[src/rtl/serial_tx_arbiter_if.sv]
// rtl/serial_tx_arbiter_if.sv - requester handshake and serial_tx strobe bundle for serial_tx_arbiter
// slave: arbiter side; master: requesters plus the serial_tx busy return.
`timescale 1ns/1ps
interface serial_tx_arbiter_if #(
  parameter int N_REQ = 2
);
  logic [N_REQ-1:0]   req_valid;
  logic [8*N_REQ-1:0] req_data;
  logic [N_REQ-1:0]   req_lock;
  logic [N_REQ-1:0]   req_ready;
  logic [N_REQ-1:0]   grant;
  logic               busy;
  logic               tx_wr;
  logic [7:0]         tx_data;
  logic               tx_busy;

  modport slave (
    input  req_valid, req_data, req_lock, tx_busy,
    output req_ready, grant, busy, tx_wr, tx_data
  );

  modport master (
    output req_valid, req_data, req_lock, tx_busy,
    input  req_ready, grant, busy, tx_wr, tx_data
  );
endinterface

[src/rtl/serial_tx_arbiter.sv]
// rtl/serial_tx_arbiter.sv - round-robin arbiter sharing one serial_tx among N_REQ byte sources
// Optional grant hold per requester: define SERIAL_TX_ARBITER_LOCK_EN.
`timescale 1ns/1ps
module serial_tx_arbiter #(
  parameter int N_REQ = 2
) (
  input  logic               i_clk,
  input  logic               i_rst,
  serial_tx_arbiter_if.slave bus
);

  localparam int IDXW = (N_REQ > 2) ? 2 : 1;

  typedef enum logic [1:0] {
    IDLE,
    ISSUE,
    GUARD,
    DRAIN
  } state_e;

  state_e            state_q, state_d;
  logic [IDXW-1:0]   last_q, last_d;
  logic [N_REQ-1:0]  grant_q, grant_d;
  logic [7:0]        tx_data_q, tx_data_d;

  logic              lock_hold;
  logic              found;
  logic [IDXW-1:0]   win_idx;
  logic [N_REQ-1:0]  ready_n;
  logic [7:0]        data_sel;

`ifdef SERIAL_TX_ARBITER_LOCK_EN
  assign lock_hold = bus.req_lock[last_q];
`else
  logic unused_lock;
  assign unused_lock = ^bus.req_lock;
  assign lock_hold   = 1'b0;
`endif

  // A held lock pins the winner to the last owner, even while it has nothing to send.
  always_comb begin
    found   = 1'b0;
    win_idx = '0;
    if (lock_hold) begin
      found   = bus.req_valid[last_q];
      win_idx = last_q;
    end else begin
      for (int off = 1; off <= N_REQ; off++) begin
        int cand;
        cand = int'(last_q) + off;
        if (cand >= N_REQ) begin
          cand = cand - N_REQ;
        end
        if (!found && bus.req_valid[cand]) begin
          found   = 1'b1;
          win_idx = cand[IDXW-1:0];
        end
      end
    end
  end

  always_comb begin
    ready_n  = '0;
    data_sel = 8'h00;
    for (int k = 0; k < N_REQ; k++) begin
      if ((state_q == IDLE) && !bus.tx_busy && found && (win_idx == IDXW'(k))) begin
        ready_n[k] = 1'b1;
        data_sel   = bus.req_data[8*k +: 8];
      end
    end
  end

  // GUARD skips one busy sample because serial_tx raises busy a cycle after the strobe.
  always_comb begin
    state_d   = state_q;
    last_d    = last_q;
    grant_d   = grant_q;
    tx_data_d = tx_data_q;
    unique case (state_q)
      IDLE: begin
        if (|ready_n) begin
          tx_data_d = data_sel;
          grant_d   = ready_n;
          last_d    = win_idx;
          state_d   = ISSUE;
        end
      end
      ISSUE: state_d = GUARD;
      GUARD: state_d = DRAIN;
      DRAIN: begin
        if (!bus.tx_busy) begin
          state_d = IDLE;
          grant_d = '0;
        end
      end
      default: state_d = IDLE;
    endcase
  end

  always_ff @(posedge i_clk or posedge i_rst) begin
    if (i_rst) begin
      state_q   <= IDLE;
      last_q    <= IDXW'(N_REQ - 1);
      grant_q   <= '0;
      tx_data_q <= 8'h00;
    end else begin
      state_q   <= state_d;
      last_q    <= last_d;
      grant_q   <= grant_d;
      tx_data_q <= tx_data_d;
    end
  end

  assign bus.req_ready = ready_n;
  assign bus.grant     = grant_q;
  assign bus.busy      = (state_q != IDLE);
  assign bus.tx_wr     = (state_q == ISSUE);
  assign bus.tx_data   = tx_data_q;

endmodule
[src/flat_wrapper.sv]
// flat-port wrapper written by rule: the top's interface ports become plain ports
module serial_tx_arbiter_flat 
#(
  parameter int N_REQ = 2
)
  (i_clk, i_rst, bus_req_valid, bus_req_data, bus_req_lock, bus_tx_busy, bus_req_ready, bus_grant, bus_busy, bus_tx_wr, bus_tx_data);
  serial_tx_arbiter_if #(.N_REQ(N_REQ)) bus_i ();
  input  logic i_clk;
  input  logic i_rst;
  input wire logic [$bits(bus_i.req_valid)-1:0] bus_req_valid;
  input wire logic [$bits(bus_i.req_data)-1:0] bus_req_data;
  input wire logic [$bits(bus_i.req_lock)-1:0] bus_req_lock;
  input wire logic [$bits(bus_i.tx_busy)-1:0] bus_tx_busy;
  output wire logic [$bits(bus_i.req_ready)-1:0] bus_req_ready;
  output wire logic [$bits(bus_i.grant)-1:0] bus_grant;
  output wire logic [$bits(bus_i.busy)-1:0] bus_busy;
  output wire logic [$bits(bus_i.tx_wr)-1:0] bus_tx_wr;
  output wire logic [$bits(bus_i.tx_data)-1:0] bus_tx_data;
  assign bus_i.req_valid = bus_req_valid;
  assign bus_i.req_data = bus_req_data;
  assign bus_i.req_lock = bus_req_lock;
  assign bus_i.tx_busy = bus_tx_busy;
  assign bus_req_ready = bus_i.req_ready;
  assign bus_grant = bus_i.grant;
  assign bus_busy = bus_i.busy;
  assign bus_tx_wr = bus_i.tx_wr;
  assign bus_tx_data = bus_i.tx_data;
  serial_tx_arbiter #(.N_REQ(N_REQ)) u_core (.i_clk(i_clk), .i_rst(i_rst), .bus(bus_i));
endmodule
[config.mk]
export PLATFORM = sky130hd
export DESIGN_NAME = serial_tx_arbiter_flat
export DESIGN_NICKNAME = d
export VERILOG_FILES = /design/src/rtl/serial_tx_arbiter_if.sv /design/src/rtl/serial_tx_arbiter.sv /design/src/flat_wrapper.sv
export SDC_FILE = /design/constraint.sdc
export NUM_CORES = 1
export LEC_CHECK = 0
export CORE_UTILIZATION = 38
export CTS_CLUSTER_DIAMETER = 60
export DETAILED_ROUTE_END_ITERATION = 10
export PLACE_DENSITY = 0.82
export SETUP_SLACK_MARGIN = 0.3
export SYNTH_ARGS = -nofsm -noshare
export SYNTH_HDL_FRONTEND = slang
export SYNTH_SLANG_ARGS = --single-unit
export TNS_END_PERCENT = 5
[constraint.sdc]
create_clock -name i_clk -period 2.15 [get_ports i_clk]
set_input_delay 0.5375 -clock i_clk [delete_from_list [all_inputs] [get_ports i_clk]]
set_output_delay 0.5375 -clock i_clk [all_outputs]
set_load 0.02 [all_outputs]
==> results of run 1 <==
-- synth_stat cells, drive strengths merged (2+ instances only) --
master | number | share of area [%]
dfrtp | 12 | 41
a21boi | 8 | 8.3
a221o | 8 | 11
inv | 6 | 3.4
ha | 5 | 8.6
o21ai | 4 | 4.3
buf | 2 | 3.1
nand2 | 2 | 1.0
nand3 | 2 | 3.1
nor2 | 2 | 1.0
o31ai | 2 | 2.1
-- metrics by stage --
stage	instances	setup slack, ns	instance area (µm²)	utilization [%]
after floorplan	61	0.437	727	-
after global placement	128	-0.380	1150	65.2
after detailed placement	128	-0.426	1150	65.2
after CTS	133	0.194	1190	67.7
after global routing	133	0.125	1190	67.7
final	133	0.187	1190	67.7
-- repair_timing --
item,in CTS,in global routing
buffers inserted,1,0
setup endpoints to repair,5,4
pin swaps,1,0
gates resized for setup,21,0
-- flip-flops by register name, summed over array words and instances, names as in the netlist --
signal,flops
u_core.state_q,2
u_core.bus.grant,2
u_core.bus.tx_data,8
u_core.last_q,1
-- worst max-delay path: stages (launching register included) --
cell and delay [ns]:
dfrtp_1 0.39, inv_2 0.08, ha_4 0.16, nor2b_4 0.21, nand3_2 0.11, inv_2 0.08, buf_6 0.12
-- per-layer routing --
metal  wire [µm]  vias up  GRT usage [%]  part of all wire (%)
met4          50        0           7.65                   2.5
li1            -      317              -                     -
met2        1130       22           37.1                    56
met1         773      322           26.7                    38
met5           0        -              0                     0
met3          58        4           2.38                   2.9
-- final timing paths --
kind                                         endpoint  cells after the start
worst max-delay path                 bus_req_ready[0]                      6
worst min-delay path              u_core.bus.grant[1]                      2
worst max register to register  u_core.bus.tx_data[1]                      7
worst min register to register    u_core.bus.grant[1]                      2
max in group asynchronous               u_core.last_q                      2
min in group asynchronous       u_core.bus.tx_data[7]                      2
-- power groups by stage --
stage	sequential, W	combinational (W)	clock (W)
floorplan	0.000529	0.000399	0
global placement	0.000417	0.000874	0
detailed placement	0.000424	0.000916	0
CTS	0.000424	0.000943	0.000159
global route	0.000438	0.00101	0.000177
finish	0.000426	0.000935	0.000156
-- placed cells by master, fill, tap and decap left out, types with 2 or more instances in the layout --
cell type,netlist,layout
ha_1,5,4
nor2_1,2,2
clkdlybuf4s50_1,0,27
a21boi_0,8,8
dlygate4sd2_1,0,5
a221o_1,8,8
inv_1,4,2
o31ai_1,2,2
o21ai_0,3,3
nand2_1,2,2
buf_4,0,12
clkbuf_4,0,3
dfrtp_1,12,12
inv_2,1,3
-- cell families after synthesis --
family                     after synthesis  synth area share [%]
and+or+nand+nor                         10                  9.81
DFF                                     13                  44.9
buffers and inverters                    8                  6.54
AOI/OAI and AO/OA                       23                  26.7
adders and majority gates                5                  8.61
muxes                                    2                  3.44
-- cell type report --
type	instances	area, µm²	share of cell area [%]
Tap cell	25	31.3	2.62
Inverter	6	25.0	2.09
Clock buffer	4	26.3	2.20
Timing Repair Buffer	45	415	34.8
Multi-Input combinational cell	40	370	31.0
Sequential cell	13	327	27.3
==> metrics.cfg, run 1 <==
[sta]
holdWs_ns = 0.512
setup_tns_ns = 0
max_freq_mhz = 509
min_period_ns = 1.96
timing.final.crit_share_pct = 91.3
slew_headroom_pct = 65.9
hold_viol = 0
rsz0062_at_grt = true
drv_slew = 0
clock_skew_ns = 0.00946
worstMarginPinSlew_ns = 0.511
setup_viol = 0

[critical_path]
path_max_fanout = 5
r2r_setup_slack_ns = 0.55
start_kind = flop
crit_required_ns = 1.61
r2r-start = u_core.state_q[0]
endpoint_kind = output port
worstSetupStartpoint = u_core.state_q[0]
arrival_ns = 1.43
crit_type = flop to output port

[worst_hold_path]
hold_start = u_core.bus.grant[1]
hp-class = flop to flop

[die]
row_count = 15
die_w_um = 45.7
die_h_um = 45.7
dieArea_um2 = 2090
initial_core_util_pct = 41.2
pin_count = 37
coreArea_um2 = 1760

[drt]
wl_per_cell_um = 15.1
drt_pass1_iterations = 6
drt-initial-drc-count = 16
wirelength_mm = 2.01
vias_per_cell = 5.00
vias = 665
drt.antenna.violating_nets = 0
drc_errors = 0

[cells_and_area]
area_growth_pct = 64.4
antenna_cells = 0
n_fill_cell = 149
drive_above_1_share_pct = 25.0
nets = 137

[power]
p_seq_share_pct = 28.1
p_per_area_nw_per_um2 = 1270
p_comb_share_pct = 61.6
power.switching_w = 0.000589
p_int_w = 0.000928
ir_drop_v = 0.000728
p_leak_nw = 0.540
pwr-share-clk_pct = 10.3
finalPower_w = 0.00152
p_sw_share_pct = 38.8

[global_route]
first_global_vias = 686
grt_usage_pct = 21.2
grt_max_degree = 14
antenna_found_initial = 0
grt-ovfl-total = 0
grt_pass1_wl_mm = 3.06

[clock_network]
cts-hold-fix-buffers = 0
clk_transition_reported_paths_ns = 0.08
cts_buffers = 3
clock_latency_ns = 0.28
tritoncts = done
ctsHtreeMaxLevel = 1
ctsRootBufferMaster = clkbuf_4
clkSinkCount = 13
clk_path_buf_depth = 2

[yosys]
synthCells = 61
ys_types = 23
syn_area_um2 = 727
yosysWarnings = 0
syn-mean-instance-area_um2 = 11.9
synth-edff-count = 0
yosysSeqAreaShare_pct = 44.9
async_flop_share_pct = 100
synth_ff_type = dfrtp_1
ys_ff_latch = 13
synth.net_count = 89

[placement]
dp.final_hpwl_mm = 1.55
port_buffers = 34
place.gp.congestion = 0.763

[flow_run]
cap_violations = 0

[run_status]
status = finished, final reports clean

No activity file was read; power rests on OpenSTA's default activity.
==> inputs of run 2 (changes only) <==
--- a/config.mk
+++ b/config.mk
@@ -5,10 +5,10 @@
 export SDC_FILE = /design/constraint.sdc
 export NUM_CORES = 1
 export LEC_CHECK = 0
-export CORE_UTILIZATION = 38
+export CORE_UTILIZATION = 35
 export CTS_CLUSTER_DIAMETER = 60
 export DETAILED_ROUTE_END_ITERATION = 10
-export PLACE_DENSITY = 0.82
+export PLACE_DENSITY = 0.8
 export SETUP_SLACK_MARGIN = 0.3
 export SYNTH_ARGS = -nofsm -noshare
 export SYNTH_HDL_FRONTEND = slang
==> constraint.sdc (replaced) <==
create_clock -name i_clk -period 1.6 [get_ports i_clk]
set_input_delay 0.4 -clock i_clk [delete_from_list [all_inputs] [get_ports i_clk]]
set_output_delay 0.4 -clock i_clk [all_outputs]
set_load 0.02 [all_outputs]
==> run 2 against run 1 <==
Critical endpoint unchanged. Non-clock buffer count is 4 higher. Highest routed layer unchanged. Utilization is 6.5 points lower. Setup slack worse by 0.35 ns. Power is 34% higher. Combinational power is 35% higher. Largest power group unchanged. Clock skew is 0.0087 ns lower. Die area is 8.2% higher. Hold slack worse by 0.073 ns. The run now ends with negative setup slack left. Final cell count is 4.5% higher.
==> metrics.cfg, run 2 (synthesis results as in run 1) <==
[die]
coreArea_um2 = 1960
pin_count = 37
initial_core_util_pct = 37.1
row_count = 16
dieArea_um2 = 2260
die_w_um = 47.6
die_h_um = 47.6

[sta]
slew_headroom_pct = 68.6
setup_viol = 2
fin_ws_ns = -0.161
max_freq_mhz = 568
clock_skew_ns = 0.000767
rsz0062_at_grt = true
hold_viol = 0
drv_slew = 0
min_period_ns = 1.76
timing.final.crit_share_pct = 110
worstMarginPinSlew_ns = 0.470

[clock_network]
clkSinkCount = 13
ctsRootBufferMaster = clkbuf_4
ctsHtreeMaxLevel = 1
cts_buffers = 3
tritoncts = done
clock_latency_ns = 0.27
cts_setup_buffers = 0
cts-hold-fix-buffers = 0
clk_transition_reported_paths_ns = 0.08
clk_path_buf_depth = 2

[critical_path]
arrival_ns = 1.36
path_max_fanout = 3
reg2reg_depth = 5
endpoint_kind = output port
crit_type = flop to output port
cpPeakStageDelay_ns = 0.40
crit_chain = inv_2 > ha_4 > nor2b_4 > nand3_2 > inv_2 > buf_6
crit_required_ns = 1.20
r2r_setup_slack_ns = 0.10
cp_slowest_cell = dfrtp_1
start_kind = flop
crit_path_frequent_cell = inv_2
cp_num_buf_inv = 3
cp_top_family = flip-flops
r2r-start = u_core.state_q[0]
r2r_end = u_core.state_q[1]

[drt]
vias = 680
drt-initial-drc-count = 9
drt_pass1_iterations = 4
top_layer = met4
wirelength_mm = 1.86
wl_met1_um = 795
met3RoutedLength_um = 76
wl_per_cell_um = 13.4
drc_errors = 0
vias_per_cell = 4.89
wl_met2_um = 971
drt.antenna.violating_nets = 0

[power]
p_per_area_nw_per_um2 = 1700
ir_drop_v = 0.00107
p_leak_nw = 0.568

[cells_and_area]
multi_input_comb_area_um2 = 383
n_fill_cell = 176
area_growth_pct = 65.2
stdcell_area_um2 = 1200
register_area_um2 = 327
final_common_cell = clkdlybuf4s50_1
largest_reg_flops = 8
nets = 141
antenna_cells = 0
drive_above_1_share_pct = 40.2
final-instance-count-excl-fill = 139
layout_common_cells = clkdlybuf4s50_1, buf_4, dfrtp_1

[global_route]
grt_max_degree = 14
grt-ovfl-total = 0
grt_usage_pct = 19.8
first_global_vias = 720
grt_pass1_wl_mm = 3.01
antenna_found_initial = 0

[run_status]
status = finished, violations left
violations = negative setup slack

[flow_run]
cap_violations = 0

[placement]
place.gp.congestion = 0.869
port_buffers = 34
dp.final_hpwl_mm = 1.44
place_area_um2 = 1210
dpl.cell_count = 135

[worst_hold_path]
hp-class = primary input to asynchronous set/reset pin

## run 2: report_power, final
part	leakage (nW)	switching (W)	internal (W)
combinational	0.393	0.000616	0.000645
clock	0.0150	0.000108	0.0000967
sequential	0.161	0.0000826	0.000490
## run 2: metrics by stage
stage	hold slack [ns]	worst slack (ns)	total power, W	TNS [ns]	utilization [%]
CTS	0.455	-0.176	0.00204	-0.353	61.0
floorplan	0.276	0.127	0.00128	0	-
global route	0.477	-0.243	0.00218	-0.466	61.2
detailed placement	0.510	-0.685	0.00191	-5.04	61.5
global placement	0.523	-0.673	0.00186	-4.92	61.5
finish	0.439	-0.161	0.00204	-0.292	61.2
## run 2: worst max path at each step
stage                           start          endpoint  slack, ns  cells past startpoint
floorplan           u_core.state_q[1]  bus_req_ready[1]       0.13                      6
global placement          bus_tx_busy  bus_req_ready[0]      -0.67                      5
detailed placement        bus_tx_busy  bus_req_ready[0]      -0.68                      5
CTS                 u_core.state_q[1]  bus_req_ready[0]      -0.18                      6
global route        u_core.state_q[1]  bus_req_ready[0]      -0.24                      6
finish              u_core.state_q[1]  bus_req_ready[0]      -0.16                      6
## run 2: metal layers
metal  track usage [%]  up-vias
li1                  -      330
met1              23.4      326
met2              34.2       22
met3              3.77        2
met4              10.0        0
met5                 0        -
## run 2: area by class of cell
| type | instances | area share, % |
|---|---|---|
| inverters | 6 | 2.29 |
| repair buffers | 49 | 33.6 |
| clock buffers | 4 | 2.19 |
| well taps | 27 | 2.81 |
| multi-input cells | 40 | 31.9 |
| flip-flops and latches | 13 | 27.2 |
## run 2: worst register-to-register path: stages (launching register included)
cell and delay [ns]:
dfrtp_1 0.40, buf_4 0.15, ha_1 0.22, o21ai_1 0.23, o21ai_4 0.10, mux2_4 0.30
## run 2: what timing repair did
action / 4_1_cts / 5_1_grt
gates resized for setup: 70 / 3
endpoints found under the setup margin: 27 / 17
pin swaps: 4 / 2
